**config.mk**
```make
export PLATFORM = sky130hd
export DESIGN_NAME = mem_arbiter
export DESIGN_NICKNAME = d
export VERILOG_FILES = /design/src/rtl/mem_arbiter.sv
export SDC_FILE = /design/constraint.sdc
export NUM_CORES = 1
export LEC_CHECK = 0
export CAP_MARGIN = 20
export CORE_MARGIN = 5
export CORE_UTILIZATION = 27
export DETAILED_ROUTE_END_ITERATION = 7
export GPL_TIMING_DRIVEN = 0
export MAX_ROUTING_LAYER = met4
export PLACE_DENSITY_LB_ADDON = 0.12
export REMOVE_ABC_BUFFERS = 1
export SYNTH_ARGS = -nofsm -noshare
export SYNTH_HDL_FRONTEND = slang
export SYNTH_SLANG_ARGS = --single-unit
```
**constraint.sdc**
```tcl
create_clock -name clk -period 2.95 [get_ports clk]
set_clock_uncertainty 0.05 [all_clocks]
set_input_delay 0.7375 -clock clk [delete_from_list [all_inputs] [get_ports clk]]
set_output_delay 0.7375 -clock clk [all_outputs]
set_load 0.1 [all_outputs]
```
**src/rtl/mem_arbiter.sv**
```systemverilog
// Round-robin arbiter sharing one synchronous byte-writable RAM between the fetch (I) and data (D) ports.
// Defining MEMARB_PERF_EN adds grant and conflict performance counters.
module mem_arbiter #(
  parameter int ADDR_W = 22,
  parameter int PERF_W = 32
) (
  input  logic              clk,
  input  logic              resetn,
  input  logic              i_valid,
  input  logic [31:0]       i_addr,
  output logic              i_ready,
  output logic              i_rvalid,
  output logic [31:0]       i_rdata,
  input  logic              d_valid,
  input  logic [31:0]       d_addr,
  input  logic [3:0]        d_wstrb,
  input  logic [31:0]       d_wdata,
  output logic              d_ready,
  output logic              d_rvalid,
  output logic [31:0]       d_rdata,
  output logic [3:0]        ram_wen,
  output logic [ADDR_W-1:0] ram_addr,
  output logic [31:0]       ram_wdata,
  input  logic [31:0]       ram_rdata
`ifdef MEMARB_PERF_EN
  ,
  output logic [PERF_W-1:0] perf_grant_i,
  output logic [PERF_W-1:0] perf_grant_d,
  output logic [PERF_W-1:0] perf_conflict
`endif
);

  // tag      | meaning
  // TAG_NONE | no read in flight
  // TAG_I    | fetch read in flight, response next cycle
  // TAG_D    | data read in flight, response next cycle
  typedef enum logic [1:0] {
    TAG_NONE = 2'd0,
    TAG_I    = 2'd1,
    TAG_D    = 2'd2
  } tag_e;

  tag_e        tag_q, tag_d;
  logic        last_d_q, last_d_d;
  logic [31:0] i_rdata_q, i_rdata_d;
  logic [31:0] d_rdata_q, d_rdata_d;
  logic        grant_i, grant_d;

  always_comb begin
    grant_i   = 1'b0;
    grant_d   = 1'b0;
    tag_d     = TAG_NONE;
    last_d_d  = last_d_q;
    ram_wen   = 4'b0000;
    ram_addr  = '0;
    ram_wdata = 32'h0;
    i_rvalid  = 1'b0;
    d_rvalid  = 1'b0;

    if (resetn) begin
      // last_d_q=1 means D won last time, so I wins the next conflict
      grant_i  = i_valid & (~d_valid | last_d_q);
      grant_d  = d_valid & (~i_valid | ~last_d_q);
      i_rvalid = (tag_q == TAG_I);
      d_rvalid = (tag_q == TAG_D);
    end

    if (grant_i) begin
      ram_addr = i_addr[ADDR_W+1:2];
      tag_d    = TAG_I;
      last_d_d = 1'b0;
    end else if (grant_d) begin
      ram_addr  = d_addr[ADDR_W+1:2];
      ram_wen   = d_wstrb;
      ram_wdata = d_wdata;
      tag_d     = (d_wstrb == 4'b0000) ? TAG_D : TAG_NONE;
      last_d_d  = 1'b1;
    end

    i_rdata_d = i_rvalid ? ram_rdata : i_rdata_q;
    d_rdata_d = d_rvalid ? ram_rdata : d_rdata_q;
  end

  assign i_ready = grant_i;
  assign d_ready = grant_d;
  assign i_rdata = i_rdata_d;
  assign d_rdata = d_rdata_d;

  always_ff @(posedge clk) begin
    if (!resetn) begin
      tag_q     <= TAG_NONE;
      last_d_q  <= 1'b1;
      i_rdata_q <= 32'h0;
      d_rdata_q <= 32'h0;
    end else begin
      tag_q     <= tag_d;
      last_d_q  <= last_d_d;
      i_rdata_q <= i_rdata_d;
      d_rdata_q <= d_rdata_d;
    end
  end

`ifdef MEMARB_PERF_EN
  always_ff @(posedge clk) begin
    if (!resetn) begin
      perf_grant_i  <= '0;
      perf_grant_d  <= '0;
      perf_conflict <= '0;
    end else begin
      if (grant_i)            perf_grant_i  <= perf_grant_i + 1'b1;
      if (grant_d)            perf_grant_d  <= perf_grant_d + 1'b1;
      if (i_valid && d_valid) perf_conflict <= perf_conflict + 1'b1;
    end
  end
`endif

  logic unused_addr_bits;
  assign unused_addr_bits = ^{i_addr[1:0], i_addr[31:ADDR_W+2], d_addr[1:0], d_addr[31:ADDR_W+2]};

endmodule

```
; Word-level counts from Yosys, hierarchy flattened
; Index checks and enable logic that the tools add are counted.
[word_totals]
in_bits = 136
reg_bits = 67
word_cells = 36
out_inout_bits = 126
[op_classes]
mux = 17
n_eq_ne = 2
reduce_logical = 3
bitwise_logic = 9
[op_table]
columns = op, n
row1 = $mux W32, 4
row2 = $mux W22, 2
row3 = $mux W1, 8
row4 = $mux W4, 2
row5 = $not A1 Y1, 5
row6 = $logic_not A4 Y1, 1
row7 = $reduce_or A3 Y1, 1
row8 = $and A1 B1 Y1, 2
row9 = $eq A2 B1 Y1 const B, 1
row10 = $eq A2 B2 Y1 const B, 1
row11 = $mux W2, 1
row12 = $or A1 B1 Y1, 2
row13 = $reduce_bool A2 Y1, 1

; Logic depth before layout (Yosys ltp)
; Gate-level depths: netlist of the first run.
[logic_depth]
word_depth = 6
mapped_depth = 5
ltp_nobuf = 3

; Least setup slack after synthesis of the first run
; Ideal clock, no wire load.
[synth_timing]
path_kind = input port to output port
startpoint = in resetn
endpoint = out ram_addr[12]
stages = 4
required_time_ns = 2.162
slack_ns = -0.192
path_buffers = 1
arrival_time_ns = 2.354
cell_sequence = nand2_1 -> a21oi_2 -> buf_2 -> a22o_1
[synth_between]
elab_cells_between_ends = 4
classes_between = 4 x mux
[synth_lines]
columns = element, line
row1 = "start, declared", 8  ; input logic resetn,
row2 = $mux W1, 60  ; if (resetn) begin
row3 = named net i_ready, 11  ; output logic i_ready,
row4 = $mux W22, 68  ; if (grant_i) begin
row5 = "end, declared", 22  ; output logic [ADDR_W-1:0] ram_addr,
; The timed path passes the listed nets, and every way through them passes these cells.

; Worst setup path after layout of the first run
[layout_timing]
startpoint = in i_valid
endpoint = out ram_addr[11]
[layout_between]
elab_chain_len = 6
elab_cells_between_ends = 8
classes_between = 4 x mux / 4 x bitwise
[layout_rtl]
columns = element, line
row1 = "start, declared", 9  ; input logic i_valid,
row2 = $not A1 Y1, 63  ; grant_d = d_valid & (~i_valid | ~last_d_q);
row3 = $or A1 B1 Y1, 63
row4 = $and A1 B1 Y1, 63
row5 = $mux W1, 60
row6 = $mux W22, 72  ; end else if (grant_d) begin
row7 = $mux W22 (*), 68
; Every way passes the cells marked *; elsewhere a longest branch is shown, timed or not.

==> flow_summary.yaml, run 1 <==
run_status:
  status: "finished, final reports clean"
cts:
  hold_buffers: 0
  cts_tree: "built"
  cts_buffer_depth: 2
  cts_inserted_buffers: 9
  clock-sinks: 67
  cts.clk_slew.worst_paths_ns: 0.05
  cts_root_buf: "clkbuf_16"
  clkLatencyLatePin_ns: 0.32
  h-tree-depth: 3
drt:
  vias: 3995
  firstDrtPassIters: 4
  drt_wl_total_um: 15400
  via_per_inst: 4.68
  initialDrtViolationCount: 167
  drc: 0
  antenna_left: 0
  routedWlPerCell_um: 18.1
yosys:
  synth-seq-area-share_pct: 33.7
  synth_top_area_share_pct: 33.7
  synth-seq-cells: 67
  synth_simple_gate_area_share_pct: 19.7
  synth_compound_area_share_pct: 17.4
  yosys-top-cells-area: "dfxtp_1 (34%), mux2_4 (22%), nand2_1 (12%), a21boi_0 (11%), and2_1 (5.8%)"
  ys_warn_count: 0
  synth_xor_area_share_pct: 0
  syn_inst: 435
  synth_area_per_cell_um2: 9.14
  synth_top_family_by_area: "multiplexers"
  ys_types: 21
  netlist_area_um2: 3980
  synth_mux_area_share_pct: 23.6
  yosys.area_share.adder_pct: 0
  yosys.area.top_type: "dfxtp_1"
sta:
  hold_violations: 0
  fin_ws_ns: 0.0550
  setup_viol_count_final: 0
  drv_slew: 0
  tightest_slew_ns: 0.846
  min_period_ns: 2.90
  finalCritPeriodShare_pct: 98.1
  rsz0062_at_grt: "true"
  max_freq_mhz: 345
  slew-limit-headroom_pct: 43.3
floorplan:
  start_util_pct: 27.5
  placementRows: 44
  die_h_um: 131
  core_area_um2: 14500
  die_w_um: 131
  fp.dieArea_um2: 17200
  pin_count: 262
placement:
  finalWeightedCongestion: 0.805
  place_ws_ns: -1.54
  place_area_um2: 6480
  port_buffers: 241
  hpwl_um: 10500
layout:
  num-fill-cells: 1402
  multi_input_area_um2: 2560
  regArea_um2: 1340
  fin_nets: 804
  final_cell_area_um2: 6770
  diodes: 0
  area_growth_pct: 70.3
  drive_gt1_share_pct: 34.5
critical_path:
  crit_required_ns: 2.16
  reg2reg_to: "i_rdata_q[18]"
  rr_worst_depth: 3
  r2r_start: "tag_q[0]"
  crit_type: "primary input to output port"
  worstPathArrival_ns: 2.11
  reg2reg_slack_ns: 1.28
  critical_path.endpoint: "ram_addr[11]"
  worstSetupEndpointType: "output port"
  startpoint: "i_valid"
  crit_path_start_kind: "primary input"
  path_max_fanout: 8
run:
  maxCapViolations: 0
power:
  leakagePower_nw: 2.99
  irDropWorstVdd_v: 0.000213
  cellPowerDensity_nw_per_um2: 438
min_path:
  hold_class: "flop to flop"
  min_path_cells: 2
global_routing:
  gr-total-overflow: 0
  grt_pass1_wl_um: 23400
  track_usage_pct: 17.5
  grt_max_degree: 39
  grt_pass1_vias: 4189
  antenna_found_initial: 0
-- routing by layer --
metal | vias up | global-route usage (%) | wire [um] | part of all wire [%]
li1 | 1941 | - | - | -
met3 | 29 | 5.24 | 1250 | 8.1
met1 | 1851 | 18.9 | 5980 | 39
met2 | 174 | 29.9 | 7680 | 50
met5 | - | - | 0 | 0
met4 | 0 | 7.20 | 498 | 3.2
-- worst max-delay path, stage by stage --
cell and delay [ns]:
clkdlybuf4s50_1 0.50, nand2_2 0.13, and3_2 0.33, a22o_1 0.21
buf_6 0.18
-- placed cells by master, fill, tap and decap left out --
master	instances
a21boi_0	60
a21boi_1	4
a21oi_1	1
a21oi_4	2
a22o_1	22
and2_1	37
and3_2	3
and3_4	4
buf_12	2
buf_16	2
buf_2	10
buf_4	59
buf_6	30
buf_8	8
clkbuf_1	1
clkbuf_16	9
clkbuf_2	1
clkbuf_4	22
clkbuf_8	2
clkdlybuf4s18_2	2
clkdlybuf4s50_1	113
dfxtp_1	66
dfxtp_2	1
inv_1	3
mux2_2	6
mux2_4	58
nand2_1	129
nand2_2	2
nand2_4	1
nand2_8	2
nand2b_2	2
nor2b_2	1
nor2b_4	2
nor4_1	1
o21ai_0	1
-- area by class of cell --
class / instances / share of cell area (%)
sequential: 67 / 19.8
inverter: 3 / 0.166
tap: 184 / 3.40
multi-input combinational: 338 / 37.8
clock buffer: 12 / 3.79
timing repair buffer: 249 / 35.0
-- worst min path at each step --
| stage | slack (ns) | to | from |
|---|---|---|---|
| floorplan | 0.38 | d_rdata_q[31] | d_rdata_q[31] |
| global placement | 0.39 | i_rdata_q[31] | i_rdata_q[31] |
| detailed placement | 0.40 | i_rdata_q[31] | i_rdata_q[31] |
| CTS | 0.40 | i_rdata_q[31] | i_rdata_q[31] |
| global route | 0.42 | d_rdata_q[31] | d_rdata_q[31] |
| finish | 0.40 | i_rdata_q[31] | i_rdata_q[31] |
-- report_power, final --
| part | internal, mW | leakage (nW) | switching [mW] |
|---|---|---|---|
| sequential | 0.931 | 0.544 | 0.0140 |
| clock | 0.595 | 0.126 | 0.351 |
| combinational | 0.352 | 2.31 | 0.721 |
| total | 1.88 | 2.99 | 1.09 |
-- metrics by stage --
stage | setup TNS [ns] | instances | util [%] | hold WS [ns] | power, mW
floorplan | -100.71 | 399 | - | 0.382 | 1.65
global placement | -434.07 | 824 | 44.3 | 0.390 | 2.01
finish | 0 | 853 | 46.8 | 0.402 | 2.96
CTS | -0.0000338 | 850 | 45.3 | 0.404 | 2.97
global route | -0.133 | 853 | 46.8 | 0.420 | 3.08
detailed placement | -162.81 | 826 | 44.8 | 0.397 | 2.01
-- sequential cells by signal, indices dropped and copies added, names as in the netlist --
register	cells
i_rdata_q	32
d_rdata_q	32
tag_q	2
last_d_q	1
-- Yosys cell counts --
library cell and number:
a21boi_1 4, nor4_1 1, nand2_1 131, inv_1 3
buf_6 6, and3_1 1, a22o_1 22, o21ai_0 1
nand2_4 2, nand2b_1 2, mux2_2 6, nor2b_1 2
a21oi_1 1, and2_1 37, clkbuf_1 3, buf_1 4
mux2_4 58, a21boi_0 60, buf_2 23, dfxtp_1 67
a21oi_2 1
-- cell families after synthesis --
group | count (synthesis)
AO/OA/AOI/OAI | 89
flip-flops | 67
buffers and inverters | 39
AND/OR/NAND/NOR | 176
multiplexers | 64
-- timing repair --
item                                   4_1_cts  5_1_grt
setup endpoints to repair                  126       79
endpoints found under the hold margin        0        0
cloned                                       6        3
pin swaps                                    3        0
buffers inserted                             6        0
gates resized for setup                    743       63
Note: power is estimated with default switching activity, not from simulation.
==> inputs of run 2 (changes only) <==
- DONT_BUFFER_PORTS: default -> 1
==> flow_summary.yaml, run 2 (synthesis results as in run 1) <==
floorplan:
  placementRows: 44
  die_w_um: 131
  start_util_pct: 27.5
  pin_count: 262
  core_area_um2: 14500
  fp.dieArea_um2: 17200
  die_h_um: 131
layout:
  fin_nets: 552
  multi_input_area_um2: 2560
  drive_gt1_share_pct: 35.6
  mostFrequentLayoutCells: "nand2_1 (131), dfxtp_1 (67), mux2_4 (64)"
  layout_commonest_cell: "nand2_1"
  num-fill-cells: 1490
  reg_top3: "d_rdata_q (32), i_rdata_q (32), tag_q (2)"
  regArea_um2: 1340
  final_cell_area_um2: 4540
  area_growth_pct: 14.3
  utilization_pct: 31.4
  stdcell_count: 605
  diodes: 0
sta:
  hold_violations: 0
  setup_viol_count_final: 0
  fin_setup_tns_ns: 0
  tightest_slew_ns: 0.889
  rsz0062_at_grt: "false"
  finalCritPeriodShare_pct: 96.0
  min_period_ns: 2.83
  slew-limit-headroom_pct: 40.8
  fin_ws_ns: 0.119
  max_freq_mhz: 353
  drv_slew: 0
  hold_slack_ns: 0.405
run:
  maxCapViolations: 0
critical_path:
  worstSetupEndpointType: "output port"
  worstPathArrival_ns: 2.04
  crit_slowest_cell: "mux2_4"
  slowest_delay_ns: 0.54
  r2r_start: "tag_q[0]"
  crit_path_start_kind: "flop"
  path_max_fanout: 33
  crit_chain: "nor2b_4 -> buf_12 -> nand2_8 -> mux2_4"
  crit_type: "flop to output port"
  startpoint: "tag_q[0]"
  crit_required_ns: 2.16
run_status:
  status: "finished, final reports clean"
placement:
  dp_cells: 587
  place_ws_ns: -0.345
  place_area_um2: 4110
  finalWeightedCongestion: 0.844
  hpwl_um: 9300
  port_buffers: 0
drt:
  antenna_left: 0
  vias: 3043
  drc: 0
  firstDrtPassIters: 5
  via_per_inst: 5.03
  drt_wl_total_um: 13300
  initialDrtViolationCount: 88
  routedWlPerCell_um: 22.0
cts:
  h-tree-depth: 3
  cts_root_buf: "clkbuf_16"
  clkLatencyLatePin_ns: 0.33
  cts.clk_slew.worst_paths_ns: 0.06
  cts_inserted_buffers: 9
  clock-sinks: 67
  cts_buffer_depth: 2
  hold_buffers: 0
  cts_tree: "built"
power:
  leakagePower_nw: 1.83
  cellPowerDensity_nw_per_um2: 611
  finalPower_mw: 2.78
  irDropWorstVdd_v: 0.000266
global_routing:
  grt_pass1_vias: 3009
  antenna_found_initial: 0
  grt_max_degree: 70
  grt_pass1_wl_um: 19300
  track_usage_pct: 15.0
  gr-total-overflow: 0
min_path:
  hold_class: "flop to flop"
  min_from: "i_rdata_q[22]"
## run 2: cell types whose count changed in the layout (fill, tap and decap cells not counted), moves of 6 or more
| cell | before | now |
|---|---|---|
| mux2_2 | 6 | 0 |
| a22o_2 | 0 | 22 |
| buf_6 | 30 | 0 |
| buf_8 | 8 | 0 |
| buf_2 | 10 | 0 |
| clkdlybuf4s50_1 | 113 | 0 |
| mux2_4 | 58 | 64 |
| clkbuf_4 | 22 | 0 |
| buf_4 | 59 | 2 |
| and2_2 | 0 | 34 |
| and2_1 | 37 | 1 |
| a22o_1 | 22 | 0 |
## run 2: worst paths after layout
check,end,slack (ns),cells past startpoint
worst max-delay path,i_rdata[7],0.12,4
worst max register to register,d_rdata_q[31],1.34,3
worst min-delay path,i_rdata_q[22],0.41,2
worst min register to register,i_rdata_q[22],0.41,2
## run 2: timing repair
| item | in CTS | in global routing |
|---|---|---|
| gates resized for setup | 67 | 4 |
| setup endpoints to repair | 121 | 30 |
| setup buffers | 2 | 0 |
## run 2: report_power, final
| part | internal, mW | switching (mW) |
|---|---|---|
| Clock | 0.677 | 0.394 |
| Sequential | 0.930 | 0.0131 |
| Combinational | 0.129 | 0.633 |
| Total | 1.74 | 1.04 |
## run 2: per-layer routing
layer | vias to the layer above | global-route usage (%) | part of all wire, %
li1 | 1421 | - | -
met1 | 1427 | 16.1 | 39
met2 | 169 | 24.9 | 49
met3 | 26 | 5.54 | 8.8
met4 | 0 | 6.34 | 2.9
met5 | - | - | 0
## run 2: final cells by class
type | count | share of cell area [%]
Multi-Input combinational cell | 329 | 56.4
Sequential cell | 67 | 29.5
Clock buffer | 14 | 5.59
Tap cell | 184 | 5.07
Timing Repair Buffer | 6 | 2.26
Clock inverter | 2 | 0.771
Inverter | 3 | 0.413
## run 2: worst max-delay path: cells and delay by family (launching register included)
family / cells / cell delay [ns]
multiplexers: 1 / 0.54
AND/OR/NAND/NOR: 2 / 0.51
flip-flops: 1 / 0.42
buffers and inverters: 1 / 0.21
